`config.mk`:
```
export PLATFORM = sky130hd
export DESIGN_NAME = if_fetch_unit
export DESIGN_NICKNAME = d
export VERILOG_FILES = /design/src/rtl/if_fetch_unit_pkg.sv /design/src/rtl/if_fetch_unit.sv
export SDC_FILE = /design/constraint.sdc
export NUM_CORES = 1
export LEC_CHECK = 0
export ABC_AREA = 1
export BUFFER_PORTS_ARGS = -buffer_cell sky130_fd_sc_hd__clkbuf_2
export CAP_MARGIN = 20
export CORE_MARGIN = 5
export CORE_UTILIZATION = 30
export DETAILED_ROUTE_END_ITERATION = 6
export PLACE_DENSITY_LB_ADDON = 0.15
export SLEW_MARGIN = 20
export SYNTH_ARGS = -nofsm -noshare
export SYNTH_HDL_FRONTEND = slang
export SYNTH_SLANG_ARGS = --single-unit
```
`constraint.sdc`:
```
create_clock -name clk -period 6.58 [get_ports clk]
set_clock_uncertainty 0.1 [all_clocks]
set_input_delay 0 -clock clk [delete_from_list [all_inputs] [get_ports clk]]
set_output_delay 0 -clock clk [all_outputs]
set_load 0.01 [all_outputs]
```
`src/rtl/if_fetch_unit_pkg.sv`:
```
// Shared types and helpers for the instruction-fetch stage.
// State codes, default parameter values and the modulo-2^32 address step.
package if_fetch_unit_pkg;

  typedef enum logic [1:0] {
    IF_FETCH = 2'd0,
    IF_HOLD  = 2'd1,
    IF_DROP  = 2'd2
  } if_state_e;

  localparam logic [31:0] IF_DEFAULT_RESET_ADDR = 32'h0000_0000;
  localparam logic [31:0] IF_DEFAULT_PC_STEP    = 32'd4;

  // Plain 32-bit add: carries out of bit 31 are dropped, so the top word wraps to 0.
  function automatic logic [31:0] if_step_addr(input logic [31:0] addr, input logic [31:0] step);
    return addr + step;
  endfunction

endpackage

```
`src/rtl/if_fetch_unit.sv`:
```
// Instruction-fetch stage: owns the fetch PC, drives a variable-latency req/ack
// instruction port, redirects on taken branches and stalls under hazard freeze.
module if_fetch_unit
  import if_fetch_unit_pkg::*;
#(
  parameter logic [31:0] RESET_ADDR = IF_DEFAULT_RESET_ADDR,
  parameter logic [31:0] PC_STEP    = IF_DEFAULT_PC_STEP
) (
  input  logic        clk,
  input  logic        rst,
  input  logic        freeze,
  input  logic        branch_taken,
  input  logic [31:0] branch_addr,
  output logic        imem_req,
  output logic [31:0] imem_addr,
  input  logic        imem_ack,
  input  logic [31:0] imem_rdata,
  output logic        if_valid,
  output logic [31:0] PC,
  output logic [31:0] instruction
);

  if_state_e   state_q, state_d;
  logic [31:0] req_addr_q, req_addr_d;
  logic [31:0] pend_addr_q, pend_addr_d;
  logic [31:0] inst_buf_q, inst_buf_d;
  logic [31:0] seq_addr_s;

  assign seq_addr_s = if_step_addr(req_addr_q, PC_STEP);

  always_ff @(posedge clk or posedge rst) begin
    if (rst) begin
      state_q     <= IF_FETCH;
      req_addr_q  <= RESET_ADDR;
      pend_addr_q <= 32'h0000_0000;
      inst_buf_q  <= 32'h0000_0000;
    end else begin
      state_q     <= state_d;
      req_addr_q  <= req_addr_d;
      pend_addr_q <= pend_addr_d;
      inst_buf_q  <= inst_buf_d;
    end
  end

  always_comb begin
    state_d     = state_q;
    req_addr_d  = req_addr_q;
    pend_addr_d = pend_addr_q;
    inst_buf_d  = inst_buf_q;
    case (state_q)
      IF_FETCH: begin
        if (branch_taken) begin
          if (imem_ack) begin
            // The returning word is on the wrong path; retarget immediately.
            req_addr_d = branch_addr;
          end else begin
            // The request must still complete before the target can be issued.
            pend_addr_d = branch_addr;
            state_d     = IF_DROP;
          end
        end else if (imem_ack) begin
          if (freeze) begin
            inst_buf_d = imem_rdata;
            state_d    = IF_HOLD;
          end else begin
            req_addr_d = seq_addr_s;
          end
        end else begin
          state_d = IF_FETCH;
        end
      end
      IF_HOLD: begin
        if (branch_taken) begin
          req_addr_d = branch_addr;
          inst_buf_d = 32'h0000_0000;
          state_d    = IF_FETCH;
        end else if (!freeze) begin
          req_addr_d = seq_addr_s;
          state_d    = IF_FETCH;
        end else begin
          state_d = IF_HOLD;
        end
      end
      IF_DROP: begin
        // Newest branch target wins, including one arriving with the ack.
        if (branch_taken) begin
          pend_addr_d = branch_addr;
        end else begin
          pend_addr_d = pend_addr_q;
        end
        if (imem_ack) begin
          req_addr_d = branch_taken ? branch_addr : pend_addr_q;
          state_d    = IF_FETCH;
        end else begin
          state_d = IF_DROP;
        end
      end
      default: begin
        state_d    = IF_FETCH;
        req_addr_d = RESET_ADDR;
      end
    endcase
  end

  always_comb begin
    imem_addr   = req_addr_q;
    imem_req    = 1'b0;
    if_valid    = 1'b0;
    PC          = 32'h0000_0000;
    instruction = 32'h0000_0000;
    case (state_q)
      IF_FETCH: begin
        imem_req = 1'b1;
        if (imem_ack && !branch_taken) begin
          if_valid    = 1'b1;
          PC          = seq_addr_s;
          instruction = imem_rdata;
        end else begin
          if_valid = 1'b0;
        end
      end
      IF_HOLD: begin
        imem_req    = 1'b0;
        if_valid    = 1'b1;
        PC          = seq_addr_s;
        instruction = inst_buf_q;
      end
      IF_DROP: begin
        imem_req = 1'b1;
        if_valid = 1'b0;
      end
      default: begin
        imem_req = 1'b0;
        if_valid = 1'b0;
      end
    endcase
  end

endmodule
```
---- Word-level counts from Yosys, hierarchy flattened ----
Cells that the tools add are included.
storage, ports and cells
  bits in registers ....................... 98
  latch bits .............................. 0
  memory bits (writable) .................. 0
  memory bits (read-only) ................. 0
  bits of input ports ..................... 69
  output and inout bits ................... 98
  word-level logic and storage cells ...... 57
  memories kept ........................... 0
operators by class
  add/subtract/negate cells ............... 1
  $mul .................................... 0
  divide/modulo/power cells ............... 0
  magnitude comparators ................... 0
  eq/ne operators ......................... 11
  shift operators ......................... 0
  mux-type cells .......................... 31
  bitwise operators ....................... 0
  reduce and logical (&&, ||, !) cells .... 10
operators by type and width
  operator                                       number
  2-to-1 mux 32 bit                              15
  one-hot mux 32 bit (2 select lines)            4
  one-hot mux 32 bit (3 select lines)            1
  adder 32 x 3 -> 32 bit, second input constant  1
  != test 2 bit, second input constant           7
  2-to-1 mux 2 bit                               5
  != test 3 bit, second input constant           2
  one-hot mux 2 bit (3 select lines)             1
  AND reduction 5 bit                            1
  2-to-1 mux 1 bit                               4
  AND reduction 2 bit                            2
  nonzero test 2 bit                             2
  AND reduction 3 bit                            1
  == test 2 x 1 -> 1 bit, second input constant  1
  == test 2 bit, second input constant           1
  logical NOT 2 bit                              1
  one-hot mux 1 bit (2 select lines)             1
  OR reduction 2 bit                             1
  logical AND 1 bit                              1
  logical NOT 1 bit                              1

---- Logic depth before layout (Yosys ltp) ----
  word-level depth ........................ 5
  depth in mapped cells ................... 11
  mapped depth without buffers ............ 11

---- Worst setup path before layout ----
OpenSTA, ideal clock, no wires.
  kind .................................... reg2reg
  from .................................... register req_addr_q[2] (netlist: imem_addr[2])
  to ...................................... register req_addr_q[22] (netlist: imem_addr[22])
  library setup time ...................... 0.121 ns
  arrival ................................. 1.551 ns
  path slack .............................. 4.808 ns
  cell stages (with the launch flop) ...... 11
  clock period less this slack ............ 1.772 ns
  cells stage by stage .................... dfrtp_1 ha_1 nand2_1 nor2_1 nand2_1 nor2_1 nand3_1 nand2_1 nand2_1 nand2_1 a21oi_1
on the way
  longest elaborated chain between the ends .. 5
  elaborated cells on any way between the ends .. 6
  classes of those cells .................. 1 x add/sub; 5 x mux
RTL lines
  what                                     RTL line                                  RTL
  from (decl)                              if_fetch_unit.sv:24                       logic [31:0] req_addr_q, req_addr_d;
  from (signal assigned)                   if_fetch_unit.sv:39                       req_addr_q <= req_addr_d;
  adder 32 x 3 -> 32 bit (*)               if_fetch_unit_pkg.sv:16                   return addr + step;
  2-to-1 mux 32 bit (*)                    if_fetch_unit.sv:62, if_fetch_unit.sv:77
  2-to-1 mux 32 bit                        if_fetch_unit.sv:61                       end else if (imem_ack) begin
  2-to-1 mux 32 bit                        if_fetch_unit.sv:52                       if (branch_taken) begin
  one-hot mux 32 bit (3 select lines) (*)  if_fetch_unit.sv:50                       case (state_q)
Mark *: on every way between the ends. The rest lies on a longest branch, timed or not. The select of a mux whose other input is x is not followed.
A chain may end at the register's enable or synchronous reset.

---- Final worst setup path ----
  from .................................... register state_q[1]
  to ...................................... output PC[27]
on the way
  longest elaborated chain between the ends .. 2
  elaborated cells on any way between the ends .. 3
  classes of those cells .................. 1 x eq/ne; 1 x mux; 1 x reduce/logical
RTL lines
  what                                                                RTL line              RTL
  from (decl)                                                         if_fetch_unit.sv:23   if_state_e state_q, state_d;
  from (signal assigned)                                              if_fetch_unit.sv:38   state_q <= state_d;
  == test 2 x 1 -> 1 bit / logical NOT 2 bit (equally long branches)  if_fetch_unit.sv:111  case (state_q)
  one-hot mux 32 bit (2 select lines) (*)                             if_fetch_unit.sv:111
  to (decl)                                                           if_fetch_unit.sv:19   output logic [31:0] PC,
Mark *: on every way between the ends. The rest lies on a longest branch, timed or not.

==> results_dict.tcl <==
set metrics [dict create \
    track_usage_pct 17.0 \
    arrival_ns 2.98 \
    hpwl_mm 13.7 \
    ys_seq_area_share_pct 40.1 \
    yosys_most_used_dff "dfrtp_1" \
    fin_crit_sh_pct 46.8 \
    clockPowerShare_pct 28.1 \
    insertion_delay_ns 0.35 \
    yosysTopAreaCell "dfrtp_1" \
    num-fill-cells 2136 \
    maxSlewViolCount 0 \
    cts_buffers 9 \
    drive_above_1_share_pct 18.2 \
    max_freq_ghz 0.325 \
    grt_pass1_vias 6011 \
    synth_top_area_share_pct 40.1 \
    first_pass_iters 5 \
    syn-num-nets 967 \
    relSlewSlack_pct 27.6 \
    drc_errors 0 \
    io_buffers 166 \
    worstPathRequired_ns 6.48 \
    tns_ns 0 \
    grt_max_degree 75 \
    place.gp.congestion 0.853 \
    syn_inst 897 \
    wl_per_cell_um 14.7 \
    multi_input_area_um2 3170 \
    ir_worst_vdd_uv 118 \
    clock-sinks 98 \
    h-tree-depth 3 \
    fin_nets 1168 \
    async_flop_share_pct 100 \
    core_area_um2 20200 \
    placedCellCount 1289 \
    startpoint_type "flip-flop" \
    synth_cell_types 32 \
    area_delta_synth_final_pct 33.0 \
    synth_edf_count 0 \
    synth.most_common_cell "nand2_1" \
    dr_total_vias 6478 \
    holdCritPathClass "in -> async" \
    outcome "completed" \
    cts.clk_slew.worst_paths_ns 0.07 \
    first_iter_violations 377 \
    wl_mm 20.1 \
    syn_avg_cell_area_um2 6.82 \
    ant_nets 0 \
    worst_pin_slew_ns 1.09 \
    grt_pass1_wl_mm 32.5 \
    gr-total-overflow 0 \
    pwr-share-comb_pct 30.9 \
    pwr-share-seq_pct 41.1 \
    yosysWarnings 0 \
    syn-cell-area_um2 6120 \
    die-area_um2 23400 \
    setup_viol 0 \
    seq_area_um2 2450 \
    vias_per_cell 4.72 \
    boundaryPins 167 \
    stdcell_count 1373 \
    hold_viol 0 \
    die_w_um 153 \
    antenna_found_initial 1 \
    synth_common_cells "197 x nand2_1, 181 x nor2_1, 98 x dfrtp_1" \
    switching_share_pct 35.7 \
    leakage_nw 3.88 \
    max-clock-path-buffers 2 \
    synth_area_leaders "dfrtp_1 40%, nand2_1 12%, nor2_1 11%" \
    drv_cap 0 \
    switching_power_w 0.000732 \
    initial_core_util_pct 30.3 \
    die_height_um 153 \
    root_buffer "clkbuf_16" \
    rows 52 \
    cts_tree "yes" \
    final_core_util_pct 40.4 \
    cp_max_fo 66 \
    internal_power_w 0.00132 \
    cp-end-kind "output port" \
    diodes 0 \
    rsz0062_at_grt "no" \
    synth-seq-cells 98 \
    powerDensity_nw_per_um2 252 \
    critical_path_class "reg -> out" \
    period_needed_ns 3.08 \
]
critical path, stage by stage, from the launching register on:
cell and delay, ns:
dfrtp_2 0.76, inv_2 0.31, nand2_4 0.52, nand2_1 0.18
inv_2 0.51, nor2_1 0.13, clkbuf_2 0.16
routing by layer:
metal  wire length, um  track usage, %
met2              8940            26.6
met1              9650            24.1
met5                13               0
met3              1180            3.22
met4               333            4.88
flip-flops by register name, indices dropped and copies added (netlist names):
| name | cells |
|---|---|
| imem_addr | 32 |
| inst_buf_q | 32 |
| pend_addr_q | 32 |
| state_q | 2 |
power by group through the flow:
stage | clock (W) | sequential, W | combinational [W]
global route | 0.000621 | 0.000861 | 0.000724
finish | 0.000576 | 0.000843 | 0.000633
floorplan | 0 | 0.000837 | 0.000397
CTS | 0.000597 | 0.000842 | 0.000638
detailed placement | 0 | 0.000853 | 0.000605
global placement | 0 | 0.000850 | 0.000603
stage by stage:
step                      area (um^2)  total power, W  hold WS, ns  setup WS, ns
after floorplan                  6120         0.00123      -0.0292          3.92
after global placement           7110         0.00145       -0.113          2.82
after detailed placement         7110         0.00146       -0.107          2.66
after CTS                        8100         0.00208       0.0649          2.26
after global routing             8140         0.00221        0.111          3.20
final                            8140         0.00205       0.0631          3.50
path summary, 6_finish.rpt:
kind / start / endpoint / slack [ns] / cells past startpoint
setup / recovery: state_q[1] / PC[27] / 3.50 / 6
hold / removal: rst / inst_buf_q[9] / 0.06 / 3
setup reg to reg: state_q[1] / inst_buf_q[6] / 3.67 / 7
hold reg to reg: pend_addr_q[23] / pend_addr_q[23] / 0.39 / 1
max in group asynchronous: rst / imem_addr[15] / 5.31 / 4
min in group clk: imem_rdata[27] / inst_buf_q[27] / 0.34 / 4
cell usage in the layout, fill, tap and decap left out, types with 3 or more instances in the layout:
| master | instances |
|---|---|
| a21oi_1 | 56 |
| buf_4 | 5 |
| inv_1 | 70 |
| nand2_1 | 195 |
| nand3_1 | 59 |
| o21a_1 | 30 |
| o211ai_1 | 14 |
| xnor2_1 | 6 |
| clkbuf_16 | 9 |
| dlygate4sd3_1 | 67 |
| inv_2 | 3 |
| xor2_1 | 8 |
| o21ai_1 | 5 |
| nor2_1 | 181 |
| a31oi_1 | 7 |
| nor3_1 | 23 |
| dfrtp_1 | 97 |
| o21ai_0 | 68 |
| clkbuf_2 | 166 |
| and2_1 | 3 |
| nand3b_1 | 6 |
cell type report:
class	instances	area share, %
repair buffers	240	19.4
clock inverters	7	1.15
well taps	270	4.15
multi-input cells	673	38.9
clock buffers	9	2.77
flip-flops and latches	98	30.1
inverters	76	3.53
cell families (layout without fill, tap and decap cells):
| group | after synthesis | count (layout) | share of synthesized area [%] |
|---|---|---|---|
| simple gates | 471 | 471 | 31.2 |
| fa+ha+maj | 1 | 1 | 0.204 |
| buf+inv | 126 | 332 | 8.46 |
| flops | 98 | 98 | 40.1 |
| xor+xnor | 14 | 14 | 2.00 |
| compound gates | 187 | 187 | 18.1 |
repair_timing:
item,in CTS,in global routing
gates resized for setup,0,0
hold buffers,67,0
setup buffers,0,0
hold endpoints to repair,115,0
Note: power is estimated with default switching activity, not from simulation.
